File: config.mk
export PLATFORM = sky130hd
export DESIGN_NAME = fetch_unit
export DESIGN_NICKNAME = d
export VERILOG_FILES = /design/src/rtl/fetch_unit_pkg.sv /design/src/rtl/fetch_fifo.sv /design/src/rtl/fetch_unit.sv
export SDC_FILE = /design/constraint.sdc
export NUM_CORES = 1
export LEC_CHECK = 0
export CAP_MARGIN = 40
export CORE_MARGIN = 5
export CORE_UTILIZATION = 58
export DETAILED_ROUTE_END_ITERATION = 10
export PLACE_DENSITY = 0.87
export SKIP_LAST_GASP = 1
export SLEW_MARGIN = 40
export SYNTH_ARGS = -nofsm -noshare
export SYNTH_HDL_FRONTEND = slang
export SYNTH_HIERARCHICAL = 1
export SYNTH_SLANG_ARGS = --single-unit
File: constraint.sdc
create_clock -name clk -period 9.15 [get_ports clk]
set_input_delay 1.3725 -clock clk [delete_from_list [all_inputs] [get_ports clk]]
set_output_delay 1.3725 -clock clk [all_outputs]
set_load 0.05 [all_outputs]
File: src/rtl/fetch_unit_pkg.sv
// rtl/fetch_unit_pkg.sv - shared fetch-stage definitions
// Purpose: fetch FSM state encodings and the default reset PC.
// Ports: none (package).
package fetch_unit_pkg;

    // Two-bit encoding; the spare codes fall back to FS_FETCH.
    typedef enum logic [1:0] {
        FS_FETCH = 2'b00,
        FS_FLUSH = 2'b01
    } fetch_state_t;

    localparam int DEFAULT_RESET_PC = 0;

endpackage

File: src/rtl/fetch_fifo.sv
// rtl/fetch_fifo.sv - synchronous instruction buffer for the fetch unit
// Purpose: small register FIFO holding {pc, instruction} words.
// Ports: clk, rst (sync, active-high); push/din write; pop advances head;
//        clear empties the buffer (wins over push); dout is the head word;
//        count is the occupancy; empty flags count == 0.
module fetch_fifo #(
    parameter int W     = 16,
    parameter int DEPTH = 2
) (
    input  logic                         clk,
    input  logic                         rst,
    input  logic                         push,
    input  logic                         pop,
    input  logic                         clear,
    input  logic [W-1:0]                 din,
    output logic [W-1:0]                 dout,
    output logic [$clog2(DEPTH+1)-1:0]   count,
    output logic                         empty
);
    localparam int PW = $clog2(DEPTH);
    localparam int CW = $clog2(DEPTH+1);

    logic [W-1:0]  mem [DEPTH];
    logic [PW-1:0] rd_ptr;
    logic [PW-1:0] wr_ptr;
    logic          do_push;
    logic          do_pop;

    assign empty   = (count == '0);
    assign dout    = mem[rd_ptr];
    assign do_pop  = pop && !empty;
    assign do_push = push;

    // DEPTH is a power of two, so the pointers wrap modulo DEPTH naturally.
    always_ff @(posedge clk) begin
        if (rst || clear) begin
            rd_ptr <= '0;
            wr_ptr <= '0;
            count  <= '0;
        end else begin
            if (do_push) begin
                mem[wr_ptr] <= din;
                wr_ptr      <= wr_ptr + PW'(1);
            end
            if (do_pop) begin
                rd_ptr <= rd_ptr + PW'(1);
            end
            count <= count + CW'(do_push) - CW'(do_pop);
        end
    end

endmodule

File: src/rtl/fetch_unit.sv
// rtl/fetch_unit.sv - instruction fetch front-end with redirect flush
// Purpose: keeps the PC, issues in-order imem requests under a credit limit,
//          buffers returned words and hands them to decode; redirects flush.
// Ports: clk, rst (sync, active-high); imem_req_* request channel;
//        imem_resp_* in-order response channel; redirect_valid/redirect_pc
//        from execute; inst_valid/inst_ready/inst/inst_pc toward decode.
module fetch_unit
    import fetch_unit_pkg::*;
#(
    parameter int              IW       = 8,
    parameter int              AW       = 8,
    parameter int              DEPTH    = 2,
    parameter logic [AW-1:0]   RESET_PC = AW'(DEFAULT_RESET_PC)
) (
    input  logic          clk,
    input  logic          rst,
    output logic          imem_req_valid,
    input  logic          imem_req_ready,
    output logic [AW-1:0] imem_req_addr,
    input  logic          imem_resp_valid,
    input  logic [IW-1:0] imem_resp_data,
    input  logic          redirect_valid,
    input  logic [AW-1:0] redirect_pc,
    output logic          inst_valid,
    input  logic          inst_ready,
    output logic [IW-1:0] inst,
    output logic [AW-1:0] inst_pc
);
    localparam int CW = $clog2(DEPTH+1);

    fetch_state_t   state, state_next;
    logic [AW-1:0]  pc, pc_next;
    logic [AW-1:0]  resp_pc, resp_pc_next;
    logic [AW-1:0]  target, target_next;
    logic [CW-1:0]  outstanding, outstanding_next;
    logic [CW-1:0]  fifo_count;
    logic [CW:0]    in_use;
    logic           req_fire;
    logic           resp_take;
    logic           fifo_push;
    logic           fifo_pop;
    logic           fifo_empty;
    logic [AW+IW-1:0] fifo_dout;

    // Credit: in-flight requests plus buffered words never exceed DEPTH,
    // so every response has a FIFO slot waiting for it.
    assign in_use         = {1'b0, outstanding} + {1'b0, fifo_count};
    assign imem_req_valid = !rst && (state == FS_FETCH) && !redirect_valid
                            && (in_use < (CW+1)'(DEPTH));
    assign imem_req_addr  = rst ? RESET_PC : pc;
    assign req_fire       = imem_req_valid && imem_req_ready;

    // Responses with nothing outstanding are stray and dropped.
    assign resp_take = imem_resp_valid && (outstanding != '0);
    assign fifo_push = resp_take && (state == FS_FETCH) && !redirect_valid;

    assign inst_valid = !rst && !fifo_empty;
    assign fifo_pop   = inst_valid && inst_ready;
    assign inst       = inst_valid ? fifo_dout[IW-1:0]     : '0;
    assign inst_pc    = inst_valid ? fifo_dout[AW+IW-1:IW] : '0;

    fetch_fifo #(
        .W     (AW + IW),
        .DEPTH (DEPTH)
    ) u_fifo (
        .clk   (clk),
        .rst   (rst),
        .push  (fifo_push),
        .pop   (fifo_pop),
        .clear (redirect_valid),
        .din   ({resp_pc, imem_resp_data}),
        .dout  (fifo_dout),
        .count (fifo_count),
        .empty (fifo_empty)
    );

    always_comb begin
        state_next       = state;
        pc_next          = pc;
        resp_pc_next     = resp_pc;
        target_next      = target;
        // Responses retire a credit in every state, even when discarded.
        outstanding_next = outstanding + CW'(req_fire) - CW'(resp_take);

        if (redirect_valid) begin
            target_next = redirect_pc;
            if (outstanding_next == '0) begin
                state_next   = FS_FETCH;
                pc_next      = redirect_pc;
                resp_pc_next = redirect_pc;
            end else begin
                state_next = FS_FLUSH;
            end
        end else begin
            case (state)
                FS_FETCH: begin
                    if (req_fire)  pc_next      = pc + AW'(1);
                    if (resp_take) resp_pc_next = resp_pc + AW'(1);
                end
                FS_FLUSH: begin
                    if (outstanding_next == '0) begin
                        state_next   = FS_FETCH;
                        pc_next      = target;
                        resp_pc_next = target;
                    end
                end
                default: state_next = FS_FETCH;
            endcase
        end
    end

    always_ff @(posedge clk) begin
        if (rst) begin
            state       <= FS_FETCH;
            pc          <= RESET_PC;
            resp_pc     <= RESET_PC;
            target      <= RESET_PC;
            outstanding <= '0;
        end else begin
            state       <= state_next;
            pc          <= pc_next;
            resp_pc     <= resp_pc_next;
            target      <= target_next;
            outstanding <= outstanding_next;
        end
    end

endmodule

# Yosys cells after proc, flatten, opt, wreduce, memory -nomap -nowiden
# Memory sizes are Yosys's and may differ from the RTL's. A register that Yosys moved wholly into a read port is not among the register bits.
# Index checks and enable logic that the tools add are counted.
# W data, S select, Z words.
# word_totals
mem_count	1
elab_cells	68
inputBits	22
register_bits	32
ramBits	32
out_inout_bits	26
# mem_list
memory	words	width	rd	rd_ports_with_merged_regs	write_ports	line_no	text
u_fifo.mem	2	16	1	1	1	fetch_fifo.sv:23	logic [W-1:0] mem [DEPTH];
# classes
order_cmp	1
reduce_logical	22
n_mux	20
add_sub_neg	9
eq_ne	7
# ops
op	n
$mux W8	9
$pmux W8 S2	2
$add A8 B1 Y8 const B	2
$logic_and A1 B1 Y1	10
$ne A3 B3 Y1 const B	3
$reduce_and A4 Y1	2
$logic_not A2 Y1	3
$mux W1	6
$add A2 B1 Y2	2
$mux W2	2
$ne A2 B2 Y1 const B	2
$pmux W2 S2	1
$sub A2 B1 Y2	2
$add A2 B2 Y3	1
$logic_not A1 Y1	3
$lt A3 B2 Y1 const B	1
$reduce_bool A3 Y1	1
$add A1 B1 Y1 const B	2
$eq A2 B1 Y1 const B	1
$ne A2 B1 Y1 const B	1
$reduce_and A2 Y1	1
$reduce_bool A2 Y1	1
$logic_or A1 B1 Y1	1

# Logic depth before layout (Yosys ltp)
# Gate-level depths: netlist of the first run.
# logic_depth
word_depth	11
mapped_depth	14
mapped_depth_nobuf	12

# Hierarchy
# The synthesis of the first run kept the hierarchy.
# by_module_without_submodules
mod	area_per_inst_um2	instances	cells_each	seq_area_each_um2
fetch_unit	1736.7	1	210	540.5
fetch_fifo	1451.4	1	73	1061.0

# Worst setup path before layout of the first run
# OpenSTA, ideal clock, no wires.
# synth_path
path_kind	input to register
start	input redirect_valid
end	memory u_fifo.mem[0][0], enable pin
cell_stages	3
path_buffers	0
setup_time_ns	0.437
arrival_time_ns	3.710
setup_slack_ns	5.004
t_required_ns	8.713
cell_sequence	or2_1 > nor2_1 > nor4b_1
# synth_via
elab_chain_len	5
elab_cells_between_ends	6
classes_between	3 x mux; 3 x reduce/logical
# synth_lines
element	line_no	text
from (decl)	fetch_unit.sv:22	input logic redirect_valid,
$logic_not A1 Y1	fetch_unit.sv:55	assign fifo_push = resp_take && (state == FS_FETCH) && !redirect_valid;
$logic_and A1 B1 Y1	fetch_unit.sv:55	
net fifo_push	fetch_unit.sv:40	logic fifo_push;
$mux W1	fetch_fifo.sv:41	if (do_push) begin
$mux W1	fetch_fifo.sv:36	if (rst || clear) begin
$mux W1 (implied by the code)	fetch_fifo.sv:42	mem[wr_ptr] <= din;
to (decl)	fetch_fifo.sv:23	
# The timed path passes the listed nets, and every way through them passes these cells.

# Worst setup path after layout of the first run
# layout_path
start	input rst
end	output inst_pc[7]
# layout_via
elab_chain_len	3
# layout_lines
element	line_no	text
from (decl)	fetch_unit.sv:16	input logic rst,
$logic_not A1 Y1	fetch_unit.sv:57	assign inst_valid = !rst && !fifo_empty;
$logic_and A1 B1 Y1	fetch_unit.sv:57	
$mux W8	fetch_unit.sv:60	assign inst_pc = inst_valid ? fifo_dout[AW+IW-1:IW] : '0;
to (decl)	fetch_unit.sv:27	output logic [AW-1:0] inst_pc
# No other way between the ends.

==> impl_metrics.env, run 1 <==
export IMPL_std_cell_rows=27
export IMPL_clkSinkCount=64
export IMPL_place_inst=392
export IMPL_yosysTopAreaCellShare=0.301
export IMPL_clock_power_share=0.292
export IMPL_yosysSeqAreaShare=0.502
export IMPL_grt_overflow=0
export IMPL_dieWidth_um=84.1
export IMPL_worst_ep_arrival_time_ps=3560
export IMPL_cts_resized=0
export IMPL_place_ws_ps=3930
export IMPL_critical_path_cell_chain="clkdlybuf4s50_1, buf_4, nor2_2, and2_1, clkdlybuf4s50_1"
export IMPL_synth_top_cell_by_area="edfxtp_1"
export IMPL_clk_insertion_delay_late_ps=350
export IMPL_power_mw=0.914
export IMPL_yosys_warnings=6
export IMPL_io_pins=48
export IMPL_netlist_instances=283
export IMPL_crit_path_max_incr_delay_ps=810
export IMPL_slew_violations=0
export IMPL_wire_per_inst_um=15.3
export IMPL_final_nets=360
export IMPL_combPwrFrac=0.283
export IMPL_maxSlewHeadroom=0.512
export IMPL_grt_pass1_vias=2259
export IMPL_end_kind="output port"
export IMPL_initial_core_util=0.586
export IMPL_p_leak_nw=1.45
export IMPL_first_iter_violations=191
export IMPL_fin_ws_ps=4220
export IMPL_htree_levels=3
export IMPL_swShare=0.341
export IMPL_viasPerCell=5.70
export IMPL_cts_buffers=9
export IMPL_ant_nets=0
export IMPL_synth_common_cells="32 x dfxtp_1, 32 x edfxtp_1, 22 x and2_1"
export IMPL_antenna_found_initial=0
export IMPL_syn_area_mm2=0.00319
export IMPL_worstMarginPinSlew_ps=732
export IMPL_grt_usage=0.184
export IMPL_timing_setup_tns_ps=0
export IMPL_drc_errors=0
export IMPL_finClkSkew_ps=7.18
export IMPL_cp_required_ps=7780
export IMPL_p_per_area_mw_per_mm2=233
export IMPL_timing_rr_start="u_fifo/count[0]"
export IMPL_gp_congestion=0.808
export IMPL_core_mm2=0.00544
export IMPL_synth_area_per_cell_um2=11.3
export IMPL_async_reset_ff_frac=0
export IMPL_cts_tree="built"
export IMPL_p_int_mw=0.602
export IMPL_timing_fmax_mhz=203
export IMPL_hold_start="target[3]"
export IMPL_synth_main_ff_cell="edfxtp_1"
export IMPL_path_clk_slew_ps=70
export IMPL_holdWs_ps=479
export IMPL_crit_type="primary input to output port"
export IMPL_rsz0062_at_grt="false"
export IMPL_hp_class="flop to flop"
export IMPL_portBuffers=47
export IMPL_layout_drive_gt1_share=0.152
export IMPL_crit_fanout=46
export IMPL_grt_pass1_wl_mm=10.4
export IMPL_die_h_um=84.1
export IMPL_sequentialPowerShare=0.425
export IMPL_cts_buffer_depth=2
export IMPL_ctsRootBufferMaster="clkbuf_8"
export IMPL_hpwl_mm=4.27
export IMPL_grt_max_degree=47
export IMPL_post_cts_buffers=0
export IMPL_fin_cells=408
export IMPL_synth_nets=312
export IMPL_route_vias_total=2324
export IMPL_synth_seq_cells=64
export IMPL_cpMostUsedCell="clkdlybuf4s50_1"
export IMPL_synth_area_top_cells="edfxtp_1 30%, dfxtp_1 20%, mux2_4 4.7%"
export IMPL_ys_types=57
export IMPL_hold_viol=0
export IMPL_peakVddDrop_mv=0.182
export IMPL_dr_pass1_iters=7
export IMPL_routed_wl_mm=6.24
export IMPL_cap_violations=0
export IMPL_period_minus_slack_ps=4930
export IMPL_crit_start="rst"
export IMPL_setup_viol=0
export IMPL_post_route_period_util=0.539
export IMPL_fp_dieArea_mm2=0.00708
export IMPL_crit_slowest_cell="clkdlybuf4s50_1"
export IMPL_startpoint_type="primary input"
export IMPL_p_switching_mw=0.312
export IMPL_diodes=0
export IMPL_hold_buffers=0
export IMPL_status="complete, no violations"
export IMPL_syn_to_final_growth_pct=23.2
export IMPL_synth_edf_count=32
-- power by group through the flow --
| stage | logic (mW) | clock network (mW) | registers, mW |
|---|---|---|---|
| floorplan | 0.207 | 0 | 0.376 |
| global placement | 0.250 | 0 | 0.390 |
| detailed placement | 0.256 | 0 | 0.393 |
| CTS | 0.259 | 0.273 | 0.387 |
| global route | 0.282 | 0.284 | 0.395 |
| finish | 0.259 | 0.267 | 0.388 |
-- registers in the layout, summed over array words and instances (netlist names), named ones only --
name / cells
target: 8
u_fifo/wr_ptr: 1
u_fifo/mem: 32
state: 1
resp_pc: 8
u_fifo/count: 2
u_fifo/rd_ptr: 1
outstanding: 2
pc: 8
-- critical path: cells and delay by family --
kind,cells,cell delay [ps]
buffers and inverters,3,1470
AND/OR/NAND/NOR,2,700
-- layout make-up --
type                            instances  area, um2
Tap cell                               72       90.1
Clock buffer                            9        124
Sequential cell                        64       1600
Timing Repair Buffer                   50        493
Fill cell                             402       1510
Inverter                               14       52.6
Multi-Input combinational cell        192       1470
Clock inverter                          7       96.3
-- per-stage QoR --
| step | util | instance area, um2 |
|---|---|---|
| after global routing | 0.722 | 3930 |
| after detailed placement | 0.681 | 3700 |
| after floorplan | - | 3190 |
| final | 0.722 | 3930 |
| after CTS | 0.721 | 3920 |
| after global placement | 0.681 | 3700 |
-- cells in the final DEF (no fill, tap or decap), types with 4 or more instances in the layout --
master | synthesis | layout
a21oi_1 | 7 | 7
nor3_1 | 11 | 11
a311oi_1 | 4 | 4
nand2b_1 | 6 | 6
mux2_2 | 8 | 8
clkbuf_8 | 0 | 9
inv_1 | 13 | 13
edfxtp_1 | 32 | 32
o21ai_0 | 6 | 6
ha_1 | 6 | 6
clkdlybuf4s50_1 | 0 | 47
nor2_1 | 20 | 19
nor2b_1 | 11 | 11
nand3_1 | 7 | 7
dfxtp_1 | 32 | 31
a31oi_1 | 4 | 4
and3_1 | 4 | 4
xnor2_1 | 5 | 5
and2_1 | 22 | 22
nor2_2 | 3 | 4
nand2_1 | 7 | 7
mux2_4 | 10 | 10
mux2i_1 | 5 | 5
-- metal layers --
metal,GRT usage,share of wire,vias to the layer above
li1,-,-,1136
met1,0.228,0.44,1082
met2,0.296,0.47,89
met3,0.0491,0.075,17
met4,0.0936,0.020,0
met5,0,0,-
-- kinds of logic (layout without fill, tap and decap cells) --
logic type	after synthesis	after routing	synth area share
adders and majority gates	7	7	0.0298
buffers and inverters	27	80	0.0396
and+or+nand+nor	102	102	0.177
muxes	23	23	0.0911
DFF	64	64	0.502
AOI/OAI and AO/OA	51	51	0.126
xor gates and xnor gates	9	9	0.0341
-- final timing paths --
check | endpoint | slack (ps) | cells after the start
worst max-delay path | inst_pc[7] | 4220 | 5
worst min register to register | target[3] | 480 | 2
worst min-delay path | target[3] | 480 | 2
worst max register to register | resp_pc[0] | 5610 | 12
No activity file was read; power rests on OpenSTA's default activity.
==> run 2, diff against run 1 <==
--- a/config.mk
+++ b/config.mk
@@ -7,9 +7,9 @@
 export LEC_CHECK = 0
 export CAP_MARGIN = 40
 export CORE_MARGIN = 5
-export CORE_UTILIZATION = 58
+export CORE_UTILIZATION = 49
 export DETAILED_ROUTE_END_ITERATION = 10
-export PLACE_DENSITY = 0.87
+export PLACE_DENSITY = 0.78
 export SKIP_LAST_GASP = 1
 export SLEW_MARGIN = 40
 export SYNTH_ARGS = -nofsm -noshare
==> constraint.sdc (replaced) <==
create_clock -name clk -period 4.4 [get_ports clk]
set_input_delay 0.66 -clock clk [delete_from_list [all_inputs] [get_ports clk]]
set_output_delay 0.66 -clock clk [all_outputs]
set_load 0.05 [all_outputs]
==> run 2 against run 1 <==
Non-clock buffer count did not move. Setup slack got worse by 3300 ps. Largest cell class unchanged. Combinational power rose by 110%. Register-to-register slack got worse by 4700 ps. Power rose by 110%. Final cell count rose by 1.2%. Utilization fell by 7.2 points.
==> impl_metrics.env, run 2 (same netlist as run 1, synthesis figures left out) <==
export IMPL_place_inst=397
export IMPL_syn_to_final_growth_pct=29.4
export IMPL_ctsRootBufferMaster="clkbuf_8"
export IMPL_end_kind="flop"
export IMPL_cts_tree="built"
export IMPL_antenna_found_initial=0
export IMPL_post_cts_buffers=0
export IMPL_peakVddDrop_mv=0.252
export IMPL_timing_setup_tns_ps=0
export IMPL_fin_util=0.650
export IMPL_period_minus_slack_ps=3530
export IMPL_initial_core_util=0.502
export IMPL_combPwrFrac=0.277
export IMPL_slew_violations=0
export IMPL_timing_fmax_mhz=283
export IMPL_startpoint_type="flop"
export IMPL_crit_type="flop to flop"
export IMPL_grt_max_degree=46
export IMPL_route_vias_total=2307
export IMPL_worstMarginPinSlew_ps=725
export IMPL_cp_required_ps=4640
export IMPL_p_int_mw=1.32
export IMPL_final_nets=360
export IMPL_largest_reg_flops=32
export IMPL_finClkSkew_ps=7.11
export IMPL_layout_drive_gt1_share=0.199
export IMPL_hold_viol=0
export IMPL_hold_buffers=0
export IMPL_maxSlewHeadroom=0.517
export IMPL_hp_class="flop to flop"
export IMPL_cts_buffer_depth=2
export IMPL_dpl_cell_area_mm2=0.00388
export IMPL_dieWidth_um=90.7
export IMPL_cap_violations=0
export IMPL_multi_input_area_mm2=0.00147
export IMPL_clk_insertion_delay_late_ps=340
export IMPL_fp_dieArea_mm2=0.00822
export IMPL_grt_pass1_vias=2223
export IMPL_cts_buffers=9
export IMPL_post_route_period_util=0.802
export IMPL_htree_levels=3
export IMPL_portBuffers=47
export IMPL_grt_overflow=0
export IMPL_die_h_um=90.7
export IMPL_swShare=0.328
export IMPL_ant_nets=0
export IMPL_fin_area_mm2=0.00413
export IMPL_nFillCells=508
export IMPL_crit_fanout=14
export IMPL_wire_per_inst_um=15.0
export IMPL_clkSinkCount=64
export IMPL_hpwl_mm=4.29
export IMPL_viasPerCell=5.59
export IMPL_routed_wl_mm=6.20
export IMPL_status="complete, no violations"
export IMPL_drc_errors=0
export IMPL_dr_pass1_iters=4
export IMPL_layout_common_cells="32 x edfxtp_1, 31 x dfxtp_1, 30 x clkdlybuf4s50_1"
export IMPL_p_per_area_mw_per_mm2=475
export IMPL_p_leak_nw=1.53
export IMPL_grt_usage=0.158
export IMPL_sequentialPowerShare=0.414
export IMPL_final_common_cell="edfxtp_1"
export IMPL_ff_latch_area_mm2=0.00160
export IMPL_io_pins=48
export IMPL_p_switching_mw=0.644
export IMPL_core_mm2=0.00635
export IMPL_fin_cells=413
export IMPL_first_iter_violations=99
export IMPL_path_clk_slew_ps=70
export IMPL_worst_ep_arrival_time_ps=3770
export IMPL_clock_power_share=0.308
export IMPL_grt_pass1_wl_mm=10.6
export IMPL_cts_resized=0
export IMPL_rsz0062_at_grt="false"
export IMPL_diodes=0
export IMPL_std_cell_rows=29
export IMPL_gp_congestion=0.873
export IMPL_top_register="u_fifo/mem"
export IMPL_setup_viol=0
-- run 2: final timing paths --
path	from	to	slack (ps)	depth (start not counted)
worst max-delay path	u_fifo/count[0]	resp_pc[0]	870	12
worst min-delay path	target[2]	target[2]	480	2
worst max register to register	u_fifo/count[0]	resp_pc[0]	870	12
worst min register to register	target[2]	target[2]	480	2
-- run 2: cell type report --
type / instances / share of cell area
Clock buffer: 9 / 0.0300
Sequential cell: 64 / 0.388
Clock inverter: 7 / 0.0288
Multi-Input combinational cell: 192 / 0.356
Tap cell: 77 / 0.0233
Timing Repair Buffer: 50 / 0.161
Inverter: 14 / 0.0127
-- run 2: metal layers --
metal	part of all wire	global-route usage	vias up	wire, um
met2	0.47	0.239	77	2910
met5	0	0	-	0
met4	0.019	0.0695	0	117
met1	0.45	0.211	1078	2770
li1	-	-	1141	-
met3	0.064	0.0433	11	397
-- run 2: power by group through the flow --
stage                     combinational (mW)  clock [mW]  sequential (mW)
after floorplan                        0.431           0            0.781
after global placement                 0.533           0            0.818
after detailed placement               0.539           0            0.823
after CTS                              0.543       0.616            0.810
after global routing                   0.599       0.653            0.825
final                                  0.544       0.604            0.812
-- run 2: stage by stage --
stage               hold WS [ps]  setup WS, ps  total power [mW]
floorplan                    449           966              1.21
global placement             459           780              1.35
detailed placement           465           665              1.36
CTS                          477           865              1.97
global route                 502           604              2.08
finish                       476           873              1.96
-- run 2: worst max-delay path: stages, from the launching register on --
cell	delay, ps
dfxtp_1	380
and2_1	160
fa_1	410
nor3_1	270
and3_1	370
clkinv_1	190
ha_1	320
inv_1	40
ha_1	280
o21bai_2	250
o22ai_4	390
a21oi_1	120
a311oi_1	260
